### src/rtl/mem_access_unit.sv
// Memory-stage load/store unit: turns M-stage load/store controls into one
// req/ack data-SRAM transaction, stalling the pipeline until it completes.
// Optional macro ADDR_EXC_EN: misaligned accesses raise adelM/adesM instead
// of being silently force-aligned.
module mem_access_unit #(
  parameter int AW = 32,
  parameter int DW = 32
) (
  input  logic            clk,
  input  logic            rst,
  input  logic            memenM,
  input  logic            memwriteM,
  input  logic [1:0]      memsizeM,
  input  logic            memsignedM,
  input  logic [AW-1:0]   aluoutM,
  input  logic [DW-1:0]   writedataM,
  output logic [DW-1:0]   readdataM,
  output logic            stallM,
  output logic            data_req,
  output logic            data_wr,
  output logic [AW-1:0]   data_addr,
  output logic [DW/8-1:0] data_wstrb,
  output logic [DW-1:0]   data_wdata,
  input  logic            data_addr_ok,
  input  logic [DW-1:0]   data_rdata,
  input  logic            data_data_ok,
  output logic            adelM,
  output logic            adesM
);

  typedef enum logic [1:0] {IDLE, REQ, WAIT, DONE} state_t;

  state_t      state;
  logic [1:0]  size_q;
  logic        signed_q;
  logic [1:0]  off_q;

  logic        is_half;
  logic        is_word;
  logic        addr_exc;
  logic        start;
  logic [1:0]  eff_off;
  logic [3:0]  strobe;
  logic [31:0] wdata;
  logic [7:0]  byte_sel;
  logic [15:0] half_sel;
  logic [31:0] load_val;

  // Reserved size 11 behaves exactly like a word access.
  assign is_word = memsizeM[1];
  assign is_half = (memsizeM == 2'b01);

`ifdef ADDR_EXC_EN
  logic misaligned;
  assign misaligned = (is_half && aluoutM[0]) || (is_word && (aluoutM[1:0] != 2'b00));
  assign addr_exc   = memenM && misaligned;
  assign eff_off    = aluoutM[1:0];
  assign adelM      = (state == IDLE) && addr_exc && !memwriteM;
  assign adesM      = (state == IDLE) && addr_exc && memwriteM;
`else
  assign addr_exc = 1'b0;
  assign eff_off  = is_word ? 2'b00 : (is_half ? {aluoutM[1], 1'b0} : aluoutM[1:0]);
  assign adelM    = 1'b0;
  assign adesM    = 1'b0;
`endif

  assign start  = (state == IDLE) && memenM && !addr_exc;
  assign stallM = start || (state == REQ) || (state == WAIT);

  always_comb begin
    strobe = 4'b1111;
    wdata  = writedataM;
    if (memsizeM == 2'b00) begin
      strobe = 4'b0001 << eff_off;
      wdata  = {4{writedataM[7:0]}};
    end else if (is_half) begin
      strobe = eff_off[1] ? 4'b1100 : 4'b0011;
      wdata  = {2{writedataM[15:0]}};
    end
    if (!memwriteM) strobe = 4'b0000;
  end

  // Load extraction uses the offset/size captured at request time, since the
  // M-stage inputs are not trusted while the access is outstanding.
  assign byte_sel = data_rdata[{off_q, 3'b000} +: 8];
  assign half_sel = off_q[1] ? data_rdata[31:16] : data_rdata[15:0];

  always_comb begin
    case (size_q)
      2'b00:   load_val = {{24{signed_q & byte_sel[7]}}, byte_sel};
      2'b01:   load_val = {{16{signed_q & half_sel[15]}}, half_sel};
      default: load_val = data_rdata;
    endcase
  end

  always_ff @(posedge clk) begin
    if (rst) begin
      state      <= IDLE;
      readdataM  <= '0;
      data_req   <= 1'b0;
      data_wr    <= 1'b0;
      data_addr  <= '0;
      data_wstrb <= '0;
      data_wdata <= '0;
      size_q     <= 2'b00;
      signed_q   <= 1'b0;
      off_q      <= 2'b00;
    end else begin
      case (state)
        IDLE: begin
          if (start) begin
            state      <= REQ;
            data_req   <= 1'b1;
            data_wr    <= memwriteM;
            data_addr  <= {aluoutM[AW-1:2], 2'b00};
            data_wstrb <= strobe;
            data_wdata <= wdata;
            size_q     <= memsizeM;
            signed_q   <= memsignedM;
            off_q      <= eff_off;
          end
        end
        REQ: begin
          if (data_addr_ok) begin
            data_req <= 1'b0;
            if (data_data_ok) begin
              state <= DONE;
              if (!data_wr) readdataM <= load_val;
            end else begin
              state <= WAIT;
            end
          end
        end
        WAIT: begin
          if (data_data_ok) begin
            state <= DONE;
            if (!data_wr) readdataM <= load_val;
          end
        end
        DONE: state <= IDLE;
        default: state <= IDLE;
      endcase
    end
  end

endmodule

### config.mk
export PLATFORM = sky130hd
export DESIGN_NAME = mem_access_unit
export DESIGN_NICKNAME = d
export VERILOG_FILES = /design/src/rtl/mem_access_unit.sv
export SDC_FILE = /design/constraint.sdc
export NUM_CORES = 1
export LEC_CHECK = 0
export CAP_MARGIN = 10
export CORE_MARGIN = 5
export CORE_UTILIZATION = 30
export DETAILED_ROUTE_END_ITERATION = 6
export SLEW_MARGIN = 20
export SYNTH_ARGS = -nofsm -noshare
export SYNTH_HDL_FRONTEND = slang
export SYNTH_SLANG_ARGS = --single-unit
### constraint.sdc
create_clock -name clk -period 3.9 [get_ports clk]
set_clock_uncertainty 0.2 [all_clocks]
set_input_delay 0.585 -clock clk [delete_from_list [all_inputs] [get_ports clk]]
set_output_delay 0.585 -clock clk [all_outputs]
set_load 0.01 [all_outputs]
---- Yosys cells after proc, flatten, opt, wreduce, memory -nomap -nowiden ----
Index checks and enable logic that the tools add are counted.
operators by class
  eq/ne operators ......................... 8
  shift-type cells ........................ 2
  mux-type cells .......................... 22
  bitwise operators ....................... 2
  reductions and logical operators ........ 12
operators with widths
  cell                   number
  $mux W32               5
  $pmux W32 S2           2
  $shiftx A32 B6 Y8      1
  $mux W16               1
  $mux W4                4
  $mux W2                4
  $pmux W2 S4            1
  $eq A2 B1 Y1 const B   3
  $logic_not A2 Y1       3
  $ne A2 B2 Y1 const B   3
  $reduce_and A3 Y1      2
  $eq A2 B2 Y1 const B   2
  $mux W1                4
  $reduce_and A2 Y1      2
  $reduce_bool A2 Y1     2
  $shl A1 B2 Y4 const A  1
  $and A1 B1 Y1          2
  $logic_or A1 B1 Y1     2
  $pmux W1 S2            1
  $logic_and A1 B1 Y1    1
storage, ports and cells
  register bits ........................... 107
  bits of input ports ..................... 105
  logic and storage cells ................. 56

---- Logic depth before layout (Yosys ltp) ----
Gate-level depths: netlist of the first run.
  depth in word-level cells ............... 7
  mapped depth ............................ 8
  gate-level depth less buffers ........... 6

---- Worst setup path before layout of the first run ----
Ideal clock, no wire load.
  kind .................................... flip-flop to output port
  start point ............................. reg state[0]
  end point ............................... out stallM
  arrival ................................. 1.400 ns
  setup slack ............................. 1.715 ns
  stages on the path, launching flop included .. 7
  buffers on the path ..................... 2
  cells stage by stage .................... dfxtp_1 > inv_1 > ha_1 > and2_1 > clkbuf_1 > buf_2 > or3_1
on the way
  longest elaborated chain between the ends .. 4
ends and longest elaborated chain
  item                    line  text
  from (decl)             33    state_t state;
  from (signal assigned)  98    state <= IDLE;
  from (signal assigned)  112   state <= REQ;
  from (signal assigned)  127   state <= DONE;
  $logic_not A2 Y1        67    assign start = (state == IDLE) && memenM && !addr_exc;
  $logic_and A1 B1 Y1     67
  $logic_or A1 B1 Y1      68    assign stallM = start || (state == REQ) || (state == WAIT);
  $logic_or A1 B1 Y1 (*)  68
  to (decl)               18    output logic stallM,
Mark *: on every way between the ends. The rest lies on a longest branch, timed or not.

---- Final worst setup path of the first run ----
  start point ............................. in memenM
  end point ............................... out stallM
on the way
  longest elaborated chain between the ends .. 3
ends and longest elaborated chain
  item                              line  text
  from (decl)                       11    input logic memenM,
  $logic_and A1 B1 Y1               67
  $logic_or A1 B1 Y1 (2 in series)  68
No other way between the ends.

==> results.cfg, run 1 <==
[placed_design]
hpwl_um = 11900
port_buffers = 205
place_congestion = 0.844
place_ws_ns = 0.895

[synthesis]
synth_edf_count = 0
yosysWarnings = 0
synth_common_cells = 146 x nand2_1, 107 x dfxtp_1, 97 x a21oi_1
ys_seq_area_frac = 0.454
yosys.area.top_type = dfxtp_1
syn_inst = 596
synth.distinct_cells = 33
syn_area_sq_um = 4720
ys_top_cells_by_area = dfxtp_1 45%, nand2_1 12%, a21oi_1 10%
synth_ff_type = dfxtp_1
syn_avg_cell_area_sq_um = 7.92
synth_top_area_share = 0.454
synth_seq_cells = 107
synth.most_common_cell = nand2_1
synthArstFlopShare = 0

[layout]
area_delta_synth_final_pct = 52.0
layout-drive-gt1-share = 0.0427
nets = 875
num-fill-cells = 1528
antenna_cells = 0

[worst_setup_path]
crit_type = input port to output port
endpoint_kind = output port
critPathLaunchType = input port
cp_max_fo = 6
critical_path.slowest_cell = clkdlybuf4s50_1
crit_family = buffers and inverters
rrSetupSlack_ns = 1.23
crit_path_max_incr_delay_ns = 0.50
worstPathArrival_ns = 2.13
crit_top_cell = clkdlybuf4s50_1
path_cells = clkdlybuf4s50_1 > and2_2 > or3_1 > clkdlybuf4s50_1
path_buf_inv = 2
critPathRequiredTime_ns = 3.12

[run_status]
outcome = finished clean

[min_path]
hold_class = flop to flop

[timing]
final.setup.worst_slack_ns = 0.990
setup_viol = 0
min_period_ns = 2.91
tns_ns = 0
slew_headroom = 0.424
hold_viol = 0
slew_viol_final = 0
worstMarginPinSlew_ns = 0.865
clock.fmax_mhz = 344
finalCritPeriodShare = 0.746
rsz0062_at_grt = no

[clock_tree]
ctsHtreeMaxLevel = 3
cts_buffers = 9
cts_max_path_buffers = 2
cts.sinks = 107
cts_root_buf = clkbuf_16
clk_latency_ns = 0.35
cts_tree = built
cts_resized = 0
postCtsHoldBufs = 0
post-cts-setup-buffers = 0
clk_pin_slew_ns = 0.07

[route]
first_pass_iters = 4
ant_nets = 0
wl_per_cell_um = 16.5
drt_iter0_drc = 218
wl_um = 16300
drc = 0
via_count = 4795
via_per_inst = 4.88

[run]
maxCapViolations = 0

[global_routing]
grt_pass1_wl_um = 25200
grt_overflow = 0
met3_usage = 0.0892
grt_pass1_vias = 4705
busiest_layer = met2
grt_max_degree = 85
gr-usage-met1 = 0.208
grt_use_total = 0.173
antenna_found_initial = 2
grt_util_met2 = 0.270

[power]
p_leak_nw = 2.62
power_density_nw_per_um2 = 609
ir_drop_v = 0.000276

[floorplanning]
start_util = 0.308
rows = 45
die_area_sq_um = 18300
dieWidth_um = 135
fp.dieH_um = 135
core_area_sq_um = 15300
ios = 210
-- worst min-delay path: stages, from the launching register on --
cell     delay (ns)
dfxtp_1        0.31
nand2_1        0.05
a21oi_1        0.05
-- layout by cell type, fill, tap and decap left out, drive strengths merged --
cell type	synthesis	final
clkbuf	36	9
or3b	1	1
nor2	27	27
nand3	2	2
buf	20	9
dfxtp	107	107
a22oi	1	1
o22ai	10	10
or3	4	4
conb	1	4
nor3	2	2
clkdlybuf4s50	0	204
a2bb2oi	1	1
a211oi	10	10
a21oi	99	99
mux2i	33	33
clkinv	0	4
bufinv	0	2
nor2b	3	3
o41ai	1	1
o32ai	8	8
o2111ai	1	1
nand2b	2	2
a311oi	8	8
ha	3	3
a221o	6	6
inv	16	17
and2	1	1
a221oi	3	3
nand2	146	146
o21ai	44	44
-- worst paths after layout --
| check | from | endpoint | cells after the start |
|---|---|---|---|
| setup / recovery | memenM | stallM | 4 |
| setup reg to reg | state[1] | readdataM[26] | 6 |
| hold reg to reg | data_addr[22] | data_addr[22] | 2 |
| hold / removal | data_addr[22] | data_addr[22] | 2 |
-- registers in the layout (all words and copies together), names as in the netlist --
name        flops
data_wdata     32
readdataM      32
data_addr      30
data_wstrb      4
off_q           2
size_q          2
state           2
data_req        1
data_wr         1
signed_q        1
-- layer usage --
| layer | share of wire | wire length (um) | up-vias |
|---|---|---|---|
| met3 | 0.12 | 1930 | 18 |
| met5 | 0.0013 | 21 | - |
| li1 | - | - | 2389 |
| met4 | 0.013 | 208 | 4 |
| met1 | 0.42 | 6850 | 2205 |
| met2 | 0.45 | 7250 | 179 |
-- kinds of logic (layout without fill, tap and decap cells) --
family | Yosys count | count (layout) | share of synthesized area
AOI/OAI and AO/OA | 192 | 192 | 0.241
and+or+nand+nor | 188 | 188 | 0.158
DFF | 107 | 107 | 0.454
buffers and inverters | 72 | 245 | 0.0678
muxes | 33 | 33 | 0.0700
adders and majority gates | 3 | 3 | 0.00795
other | 1 | 4 | 0.000794
-- through the flow --
step | std cells | util | area, sq um | hold WS (ns) | power [mW]
3_3_place_gp | 967 | 0.447 | 6850 | 0.242 | 3.38
2_1_floorplan | 599 | - | 4730 | 0.275 | 2.51
3_5_place_dp | 967 | 0.447 | 6850 | 0.249 | 3.42
4_1_cts | 983 | 0.469 | 7180 | 0.257 | 4.43
5_1_grt | 983 | 0.469 | 7180 | 0.277 | 4.66
6_report | 983 | 0.469 | 7180 | 0.253 | 4.37
-- layout make-up --
cell class / count / area (sq um) / area share
clock buffer: 9 / 225 / 0.0314
clock inverter: 7 / 100 / 0.0139
inverter: 16 / 60.1 / 0.00837
multi-input combinational: 420 / 2280 / 0.318
sequential: 107 / 2140 / 0.298
tap: 211 / 264 / 0.0368
timing repair buffer: 213 / 2110 / 0.294
-- power by group --
| part | internal (mW) | switching [mW] | total (mW) |
|---|---|---|---|
| clock | 0.568 | 0.427 | 0.995 |
| sequential | 1.39 | 0.186 | 1.58 |
| combinational | 0.884 | 0.917 | 1.80 |
Note: power is estimated with default switching activity, not from simulation.
==> run 2, diff against run 1 <==
==> constraint.sdc (replaced) <==
create_clock -name clk -period 2.5 [get_ports clk]
set_clock_uncertainty 0.2 [all_clocks]
set_input_delay 0.375 -clock clk [delete_from_list [all_inputs] [get_ports clk]]
set_output_delay 0.375 -clock clk [all_outputs]
set_load 0.01 [all_outputs]
==> run 2 against run 1 <==
- wire length down 0.52%
- die area unchanged
- sequential power up 56%
- setup slack worse by 0.90 ns
- critical path depth up 1
- combinational power up 62%
- register-to-register slack worse by 0.95 ns
- design area up 1.2%
- count of clock-buffer cells in the layout unchanged
- largest power group unchanged
==> results.cfg, run 2 (synthesis gave the netlist of run 1 again) <==
[run_status]
outcome = finished clean

[layout]
reg_top3 = data_wdata: 32 flops, readdataM: 32 flops, data_addr: 30 flops
nets = 884
layout-drive-gt1-share = 0.0538
final_common_cell = clkdlybuf4s50_1
fin_cells = 992
area_delta_synth_final_pct = 53.8
antenna_cells = 0
layout_common_cells = 203 x clkdlybuf4s50_1, 145 x nand2_1, 107 x dfxtp_1

[clock_tree]
clk_latency_ns = 0.35
cts.sinks = 107
post-cts-setup-buffers = 0
cts_max_path_buffers = 2
postCtsHoldBufs = 0
cts_buffers = 9
clk_pin_slew_ns = 0.08
cts_root_buf = clkbuf_16
ctsHtreeMaxLevel = 3
cts_tree = built

[timing]
worstMarginPinSlew_ns = 0.835
slew_viol_final = 0
tns_ns = 0
clock.fmax_mhz = 415
slew_headroom = 0.443
hold_viol = 0
min_period_ns = 2.41
setup_viol = 0
rsz0062_at_grt = no
finalCritPeriodShare = 0.964

[route]
via_count = 4819
first_pass_iters = 5
ant_nets = 0
drt_iter0_drc = 309
via_per_inst = 4.86
drc = 0
wl_um = 16200
wl_per_cell_um = 16.3

[worst_setup_path]
crit_type = flop to output port
rr_worst_depth = 6
endpoint_kind = output port
cp-startpoint = state[0]
critical_path.slowest_cell = dfxtp_1
crit_path_max_incr_delay_ns = 0.35
timing.rr.start = state[1]
critPathLaunchType = flop
cp_max_fo = 4
worstPathArrival_ns = 1.84
crit_family = simple AND/OR/NAND/NOR gates
path_buf_inv = 2
critPathRequiredTime_ns = 1.92
path_cells = inv_1 > ha_1 > and2_2 > or3_1 > dlygate4sd2_1
crit_cells = 5

[floorplanning]
die_area_sq_um = 18300
start_util = 0.308
fp.dieH_um = 135
dieWidth_um = 135
ios = 210
rows = 45
core_area_sq_um = 15300

[global_routing]
grt_overflow = 0
grt_pass1_wl_um = 25200
grt_use_total = 0.173
grt_max_degree = 85
grt_pass1_vias = 4729
antenna_found_initial = 2

[placed_design]
port_buffers = 205
dpl.cell_count = 976
place_congestion = 0.843
hpwl_um = 11900

[power]
power_density_nw_per_um2 = 945
ir_drop_v = 0.000556
power.internal_mw = 4.43
p_sw_frac = 0.355
p_leak_nw = 2.66
pwr-share-clk = 0.219
power.switching_mw = 2.43
comb_power_share = 0.423
seq_power_share = 0.358

[min_path]
hold_depth = 2
min-delay-start = data_wstrb[1]
hold_class = flop to flop

[run]
maxCapViolations = 0
[run 2: cell types whose count changed in the layout (fill, tap and decap cells not counted), sizes merged]
cell and delta:
clkdlybuf4s50 -1, clkinvlp +1, inv +3, buf +9, clkinv -3, bufinv -1
dlygate4sd2 +1
[run 2: path summary, 6_finish.rpt]
path / slack, ns / end
setup / recovery: 0.09 / stallM
hold / removal: 0.26 / data_wstrb[1]
setup reg to reg: 0.28 / readdataM[11]
hold reg to reg: 0.26 / data_wstrb[1]
[run 2: power groups by stage]
| stage | Sequential [mW] | Combinational [mW] | Clock, mW |
|---|---|---|---|
| global placement | 2.47 | 2.89 | 0 |
| floorplan | 2.63 | 1.29 | 0 |
| global route | 2.52 | 3.17 | 1.61 |
| detailed placement | 2.49 | 2.94 | 0 |
| CTS | 2.46 | 2.95 | 1.55 |
| finish | 2.46 | 2.91 | 1.50 |
[run 2: repair_timing]
item                                   4_1_cts  5_1_grt
resized for setup                            1        0
setup endpoints to repair                    1        0
endpoints found under the hold margin        0        0
[run 2: layout make-up]
cell class                 instances  area (sq um)
inverter                          16          60.1
multi-input combinational        420          2280
timing repair buffer             222          2210
fill                            1511          8050
clock inverter                     7          82.6
sequential                       107          2140
tap                              211           264
clock buffer                       9           225
[run 2: metrics by stage]
step	util	cell area, sq um	hold WS (ns)	power (mW)	setup slack [ns]
after floorplan	-	4730	0.275	3.92	0.491
after global placement	0.454	6960	0.242	5.37	0.114
after detailed placement	0.454	6960	0.249	5.43	0.110
after CTS	0.474	7260	0.262	6.96	0.0612
after global routing	0.474	7260	0.274	7.30	0.0147
final	0.474	7260	0.259	6.86	0.0890
[run 2: layer usage]
metal	up-vias	share of wire	global-route usage
met5	-	0.0015	0
met4	4	0.013	0.0459
met3	18	0.13	0.0932
met2	203	0.44	0.274
met1	2191	0.42	0.204
li1	2403	-	-
[run 2: tightest hold or removal path, cell delays in order (launching register included)]
cell     delay (ns)
dfxtp_1        0.31
nand2_1        0.05
a21oi_1        0.05
